[config.mk]
export PLATFORM = sky130hd
export DESIGN_NAME = sim_ctrl_monitor
export DESIGN_NICKNAME = d
export VERILOG_FILES = /design/src/rtl/sim_ctrl_pkg.sv /design/src/rtl/sim_ctrl_exit_latch.sv /design/src/rtl/sim_ctrl_monitor.sv
export SDC_FILE = /design/constraint.sdc
export NUM_CORES = 1
export LEC_CHECK = 0
export BUFFER_PORTS_ARGS = -buffer_cell sky130_fd_sc_hd__buf_2
export CORE_ASPECT_RATIO = 0.9
export CORE_MARGIN = 8
export CORE_UTILIZATION = 54
export CTS_BUF_LIST = sky130_fd_sc_hd__clkbuf_4 sky130_fd_sc_hd__clkbuf_8
export DETAILED_ROUTE_END_ITERATION = 10
export GPL_TIMING_DRIVEN = 0
export PLACE_DENSITY = 0.9
export SLEW_MARGIN = 40
export SYNTH_ARGS = -nofsm -noshare
export SYNTH_HDL_FRONTEND = slang
export SYNTH_SLANG_ARGS = --single-unit
[constraint.sdc]
create_clock -name clk_i -period 2.65 [get_ports clk_i]
set_input_delay 0.1325 -clock clk_i [delete_from_list [all_inputs] [get_ports clk_i]]
set_output_delay 0.1325 -clock clk_i [all_outputs]
set_load 0.02 [all_outputs]
[src/rtl/sim_ctrl_pkg.sv]
// Shared types and default constants for the simulation control monitor.
package sim_ctrl_pkg;

  typedef enum logic [1:0] {
    ST_IDLE = 2'd0,
    ST_HOLD = 2'd1,
    ST_RUN  = 2'd2,
    ST_DONE = 2'd3
  } sim_ctrl_state_e;

  localparam int DEF_NUM_CH            = 2;
  localparam int DEF_RESET_WAIT_CYCLES = 50;
  localparam int DEF_CNT_W             = 32;
  localparam int DEF_EXIT_W            = 32;
  localparam int HOLD_CNT_W            = 16;

  // Channel index width, never narrower than one bit.
  function automatic int fidx_width(input int n);
    return (n > 1) ? $clog2(n) : 1;
  endfunction

endpackage

[src/rtl/sim_ctrl_exit_latch.sv]
// One exit channel: sticky exited flag plus the value carried by its first strobe.
module sim_ctrl_exit_latch #(
  parameter int EXIT_W = 32
) (
  input  logic              i_clk,
  input  logic              i_rst,
  input  logic              i_en,
  input  logic              i_valid,
  input  logic [EXIT_W-1:0] i_value,
  output logic              o_exited,
  output logic [EXIT_W-1:0] o_value
);

  logic              r_exited;
  logic [EXIT_W-1:0] r_value;

  // Once set, the flag blocks any later strobe from replacing the value.
  always_ff @(posedge i_clk) begin
    if (i_rst) begin
      r_exited <= 1'b0;
      r_value  <= '0;
    end else if (i_en && i_valid && !r_exited) begin
      r_exited <= 1'b1;
      r_value  <= i_value;
    end
  end

  assign o_exited = r_exited;
  assign o_value  = r_value;

endmodule

[src/rtl/sim_ctrl_monitor.sv]
// Arms a managed reset, counts run cycles and collects per-channel exit codes into a verdict.
module sim_ctrl_monitor
  import sim_ctrl_pkg::*;
#(
  parameter int NUM_CH            = DEF_NUM_CH,
  parameter int RESET_WAIT_CYCLES = DEF_RESET_WAIT_CYCLES,
  parameter int CNT_W             = DEF_CNT_W,
  parameter int EXIT_W            = DEF_EXIT_W
) (
  input  logic                         clk_i,
  input  logic                         rst_i,
  input  logic                         start_i,
  input  logic                         timeout_en_i,
  input  logic [CNT_W-1:0]             max_cycles_i,
  input  logic [NUM_CH-1:0]            exit_valid_i,
  input  logic [NUM_CH*EXIT_W-1:0]     exit_value_i,
  output logic                         sys_rst_no,
  output logic [CNT_W-1:0]             cycle_cnt_o,
  output logic [NUM_CH-1:0]            exited_o,
  output logic                         done_o,
  output logic                         pass_o,
  output logic                         timeout_o,
  output logic [fidx_width(NUM_CH)-1:0] fail_idx_o,
  output logic [EXIT_W-1:0]            fail_value_o
);

  localparam int FIDX_W = fidx_width(NUM_CH);
  localparam logic [HOLD_CNT_W-1:0] HOLD_LAST = HOLD_CNT_W'(RESET_WAIT_CYCLES - 1);

  sim_ctrl_state_e         r_state;
  sim_ctrl_state_e         w_next;
  logic [HOLD_CNT_W-1:0]   r_hold_cnt;
  logic [CNT_W-1:0]        r_cnt;
  logic                    r_timeout;
  logic                    r_sys_rst_n;
  logic [NUM_CH-1:0]       w_exited;
  logic [EXIT_W-1:0]       w_lat_val [NUM_CH];
  logic                    w_run;
  logic                    w_all_exit;
  logic                    w_to_hit;
  logic                    w_found;
  logic [FIDX_W-1:0]       w_fail_idx;
  logic [EXIT_W-1:0]       w_fail_val;

  function automatic logic [CNT_W-1:0] sat_inc(input logic [CNT_W-1:0] v);
    return (&v) ? v : v + 1'b1;
  endfunction

  assign w_run      = (r_state == ST_RUN);
  // Same-cycle strobes count toward completion so the last exit ends the run at once.
  assign w_all_exit = &(w_exited | exit_valid_i);
  assign w_to_hit   = w_run && !w_all_exit && timeout_en_i && (r_cnt >= max_cycles_i);

  genvar g;
  generate
    for (g = 0; g < NUM_CH; g++) begin : g_ch
      sim_ctrl_exit_latch #(
        .EXIT_W (EXIT_W)
      ) u_latch (
        .i_clk    (clk_i),
        .i_rst    (rst_i),
        .i_en     (w_run),
        .i_valid  (exit_valid_i[g]),
        .i_value  (exit_value_i[g*EXIT_W +: EXIT_W]),
        .o_exited (w_exited[g]),
        .o_value  (w_lat_val[g])
      );
    end
  endgenerate

  always_ff @(posedge clk_i) begin
    if (rst_i) r_state <= ST_IDLE;
    else       r_state <= w_next;
  end

  always_comb begin
    w_next = r_state;
    case (r_state)
      ST_IDLE: if (start_i) w_next = ST_HOLD;
      ST_HOLD: if (r_hold_cnt == HOLD_LAST) w_next = ST_RUN;
      ST_RUN:  if (w_all_exit || w_to_hit) w_next = ST_DONE;
      ST_DONE: w_next = ST_DONE;
      default: w_next = ST_IDLE;
    endcase
  end

  // The run counter only advances while staying in RUN, so DONE shows the deciding cycle.
  always_ff @(posedge clk_i) begin
    if (rst_i) begin
      r_hold_cnt  <= '0;
      r_cnt       <= '0;
      r_timeout   <= 1'b0;
      r_sys_rst_n <= 1'b0;
    end else begin
      r_sys_rst_n <= (w_next == ST_RUN) || (w_next == ST_DONE);
      if (r_state == ST_IDLE && start_i)  r_hold_cnt <= '0;
      else if (r_state == ST_HOLD)        r_hold_cnt <= r_hold_cnt + 1'b1;
      if (r_state == ST_HOLD)             r_cnt <= '0;
      else if (w_run && w_next == ST_RUN) r_cnt <= sat_inc(r_cnt);
      if (w_to_hit)                       r_timeout <= 1'b1;
    end
  end

  // Scanning from the top down leaves the lowest non-zero channel as the winner.
  always_comb begin
    w_found    = 1'b0;
    w_fail_idx = '0;
    w_fail_val = '0;
    for (int k = NUM_CH - 1; k >= 0; k--) begin
      if (w_lat_val[k] != '0) begin
        w_found    = 1'b1;
        w_fail_idx = FIDX_W'(k);
        w_fail_val = w_lat_val[k];
      end
    end
  end

  assign sys_rst_no   = r_sys_rst_n;
  assign cycle_cnt_o  = r_cnt;
  assign exited_o     = w_exited;
  assign done_o       = (r_state == ST_DONE);
  assign timeout_o    = r_timeout;
  assign pass_o       = done_o && !r_timeout && !w_found;
  assign fail_idx_o   = (done_o && !r_timeout && w_found) ? w_fail_idx : '0;
  assign fail_value_o = (done_o && !r_timeout && w_found) ? w_fail_val : '0;

endmodule

==> flow_metrics.tcl <==
set metrics [dict create \
    status "complete, but fails checks" \
    violations "negative setup slack" \
    cts_root_buffer "clkbuf_8" \
    die_y_um 116.3 \
    vias_per_cell 6.299 \
    synth_xor_area_frac 0.04356 \
    antenna_found_initial 4 \
    internal-power_uw 2861 \
    period_minus_slack_ns 2.758 \
    cts_buffer_depth 2 \
    grt_use_total 0.3062 \
    synth_edf_count 0 \
    yosysUniqueCellTypes 50 \
    syn-num-nets 905 \
    synth_area_um2 6032 \
    grt_pass1_wl_mm 35.97 \
    slowest_delay_ns 0.42 \
    synthMuxAreaShare 0.004978 \
    crit_family "simple AND/OR/NAND/NOR gates" \
    final_cells 1204 \
    synth-compound-area-share 0.1715 \
    clk_latency_ns 0.45 \
    seqPwrFrac 0.457 \
    cts-htree-levels 4 \
    placedCellCount 1092 \
    crit_arrival_ns 2.63 \
    worst_slack_ns -0.1084 \
    async_flop_share 0 \
    synthSimpleGateAreaFrac 0.2655 \
    finalCritPeriodShare 1.041 \
    peakVddDrop_v 0.0004465 \
    setup_violations 26 \
    ant_nets 0 \
    drt_iter0_markers 1475 \
    fillers 584 \
    crit_slowest_cell "dfxtp_1" \
    grt_overflow_total 0 \
    cts_tree "built" \
    leakage_uw 0.003678 \
    crit_required_ns 2.52 \
    grt_pass1_vias 7125 \
    numCtsBuffers 17 \
    cp.buffers_inverters 3 \
    worstMarginPinSlew_ns 0.7301 \
    synth_top_family_by_area "simple AND/OR/NAND/NOR gates" \
    path_clk_slew_ns 0.09 \
    via_count 7584 \
    fin_area_um2 8452 \
    end_kind "primary output" \
    finalNetCount 1172 \
    placed_cell_area_um2 7083 \
    hold_class "in2reg" \
    netlist_instances 768 \
    ys_ff_latch 117 \
    crit_type "reg2out" \
    p_per_area_nw_per_um2 457.2 \
    num_rows 36 \
    switching_share 0.2595 \
    cts.sinks 117 \
    dieArea_um2 14810 \
    startpoint_type "register" \
    ys_seq_area_frac 0.3883 \
    yosysWarnings 0 \
    wl_per_cell_um 20.85 \
    totalPowerFinal_uw 3864 \
    slew_headroom 0.5115 \
    port_buffers 172 \
    path_max_fanout 10 \
    synthAdderAreaFrac 0.07260 \
    timing.fmax_ghz 0.3625 \
    finalWirelength_mm 25.10 \
    syn2layout_area_growth_pct 40.12 \
    worst_clock_skew_ns 0.02042 \
    post-route-drc-count 0 \
    path_cells "nor4_2 > nand4_1 > buf_4 > nor2_4 > nor2_1 > clkbuf_1 > a22o_1 > buf_2" \
    clkPwrFrac 0.471 \
    grt_max_degree 17 \
    firstDrtPassIters 6 \
    die_w_um 127.4 \
    start_util 0.5557 \
    dominantRegCellSynth "dfxtp_1" \
    maxCapViolCount 0 \
    post-route-util 0.7786 \
    syn_avg_cell_area_um2 7.854 \
    drv_slew 0 \
    netSwitchingPower_uw 1003 \
    hold_slack_ns 0.01856 \
    finalHoldViolCount 0 \
    dpl.hpwl_mm 13.94 \
    core_um2 10860 \
    rsz0062_at_grt "true" \
    io_pins 173 \
    p_comb_frac 0.072 \
    drive_above_1_share 0.2567 \
    routabilityCongestion 0.8757 \
]
timing repair:
item | in CTS | in global routing
setup buffers | 1 | 8
endpoints found under the setup margin | 56 | 64
endpoints found under the hold margin | 65 | 0
pin swaps | 1 | 10
hold buffers | 65 | 0
gates resized for setup | 10 | 49
cloned | 0 | 2
stage by stage:
stage          setup TNS [ns]  setup slack, ns
6_report               -1.305          -0.1084
5_1_grt                -10.92          -0.4118
4_1_cts              -0.02014        -0.008501
3_5_place_dp           -3.208          -0.2254
3_3_place_gp           -1.527          -0.1568
2_1_floorplan               0           0.1238
logic make-up (layout without fill, tap and decap cells):
| kind of cell | count (synthesis) | in the layout |
|---|---|---|
| adders and majority gates | 35 | 35 |
| buffers and inverters | 81 | 360 |
| muxes | 3 | 3 |
| xor gates and xnor gates | 30 | 30 |
| and+or+nand+nor | 340 | 340 |
| DFF | 117 | 117 |
| other | 0 | 4 |
| AOI/OAI and AO/OA | 162 | 163 |
state kept, by name, summed over array words and instances (netlist names):
name,cells
cycle_cnt_o,32
g_ch.u_latch.o_exited,2
g_ch.u_latch.o_value,64
r_hold_cnt,16
r_state,2
timeout_o,1
path summary, 6_finish.rpt:
check | start | end | slack (ns) | cells past startpoint
max reg2reg | cycle_cnt_o[0]$_SDFFE_PP0P_ | cycle_cnt_o[23]$_SDFFE_PP0P_ | 0.02 | 9
min | exit_valid_i[1] | g_ch[1].u_latch.o_exited$_SDFFE_PP0P_ | 0.02 | 3
min reg2reg | g_ch[1].u_latch.o_value[2]$_SDFFE_PP0P_ | g_ch[1].u_latch.o_value[2]$_SDFFE_PP0P_ | 0.48 | 2
max | g_ch[0].u_latch.o_value[20]$_SDFFE_PP0P_ | fail_value_o[17] | -0.11 | 8
per-layer routing:
layer,up-vias,part of all wire,track usage
met2,747,0.46,0.5048
met4,2,0.079,0.2011
li1,3226,-,-
met3,231,0.13,0.1013
met5,-,0.00060,0
met1,3378,0.34,0.3363
power groups by stage:
stage | Clock, uW | Combinational, uW | Sequential (uW)
2_1_floorplan | 0 | 78.4 | 1800
3_3_place_gp | 0 | 175 | 1810
3_5_place_dp | 0 | 181 | 1810
4_1_cts | 1780 | 258 | 1770
5_1_grt | 1890 | 298 | 1760
6_report | 1820 | 278 | 1760
cell type report:
class                           instances  area, um^2  area share
Buffer                                 39       188.9     0.02235
Inverter                               42       157.7     0.01865
Multi-Input combinational cell        571        3532      0.4179
Antenna cell                            4       10.01    0.001184
Sequential cell                       117        2355      0.2786
Timing Repair Buffer                  247        1589      0.1880
Clock buffer                           17       234.0     0.02768
Clock inverter                         15       195.2     0.02309
Tap cell                              152       190.2     0.02250
cell usage after synthesis (19+ instances only):
master    number  area share
inv_1         42       0.026
xnor2_1       19       0.028
nand2_1      170        0.11
nor4_1        25       0.026
nor2_1        56       0.035
dfxtp_1      117        0.39
clkbuf_1      34       0.021
a22o_1        30       0.044
nand4_1       25       0.026
ha_1          35       0.073
a21oi_1       96       0.080
cell usage in the layout (no fill, tap or decap), drive strengths merged, types with 27 or more instances in the layout:
cell type    instances
dfxtp              117
inv                 47
a21oi               96
nor2                56
a22o                30
dlygate4sd3         65
nor4                27
nand2              171
buf                191
clkbuf              47
ha                  35
worst register-to-register path, stage by stage (launching register included):
cell and delay, ns:
dfxtp_4 0.38, inv_1 0.05, ha_1 0.26, nand2b_1 0.15, a2111oi_2 0.32, nand4b_1 0.26
a31oi_2 0.20, or2_4 0.30, or4_1 0.48, a21oi_1 0.15
Power figures use the tool's default switching activity.
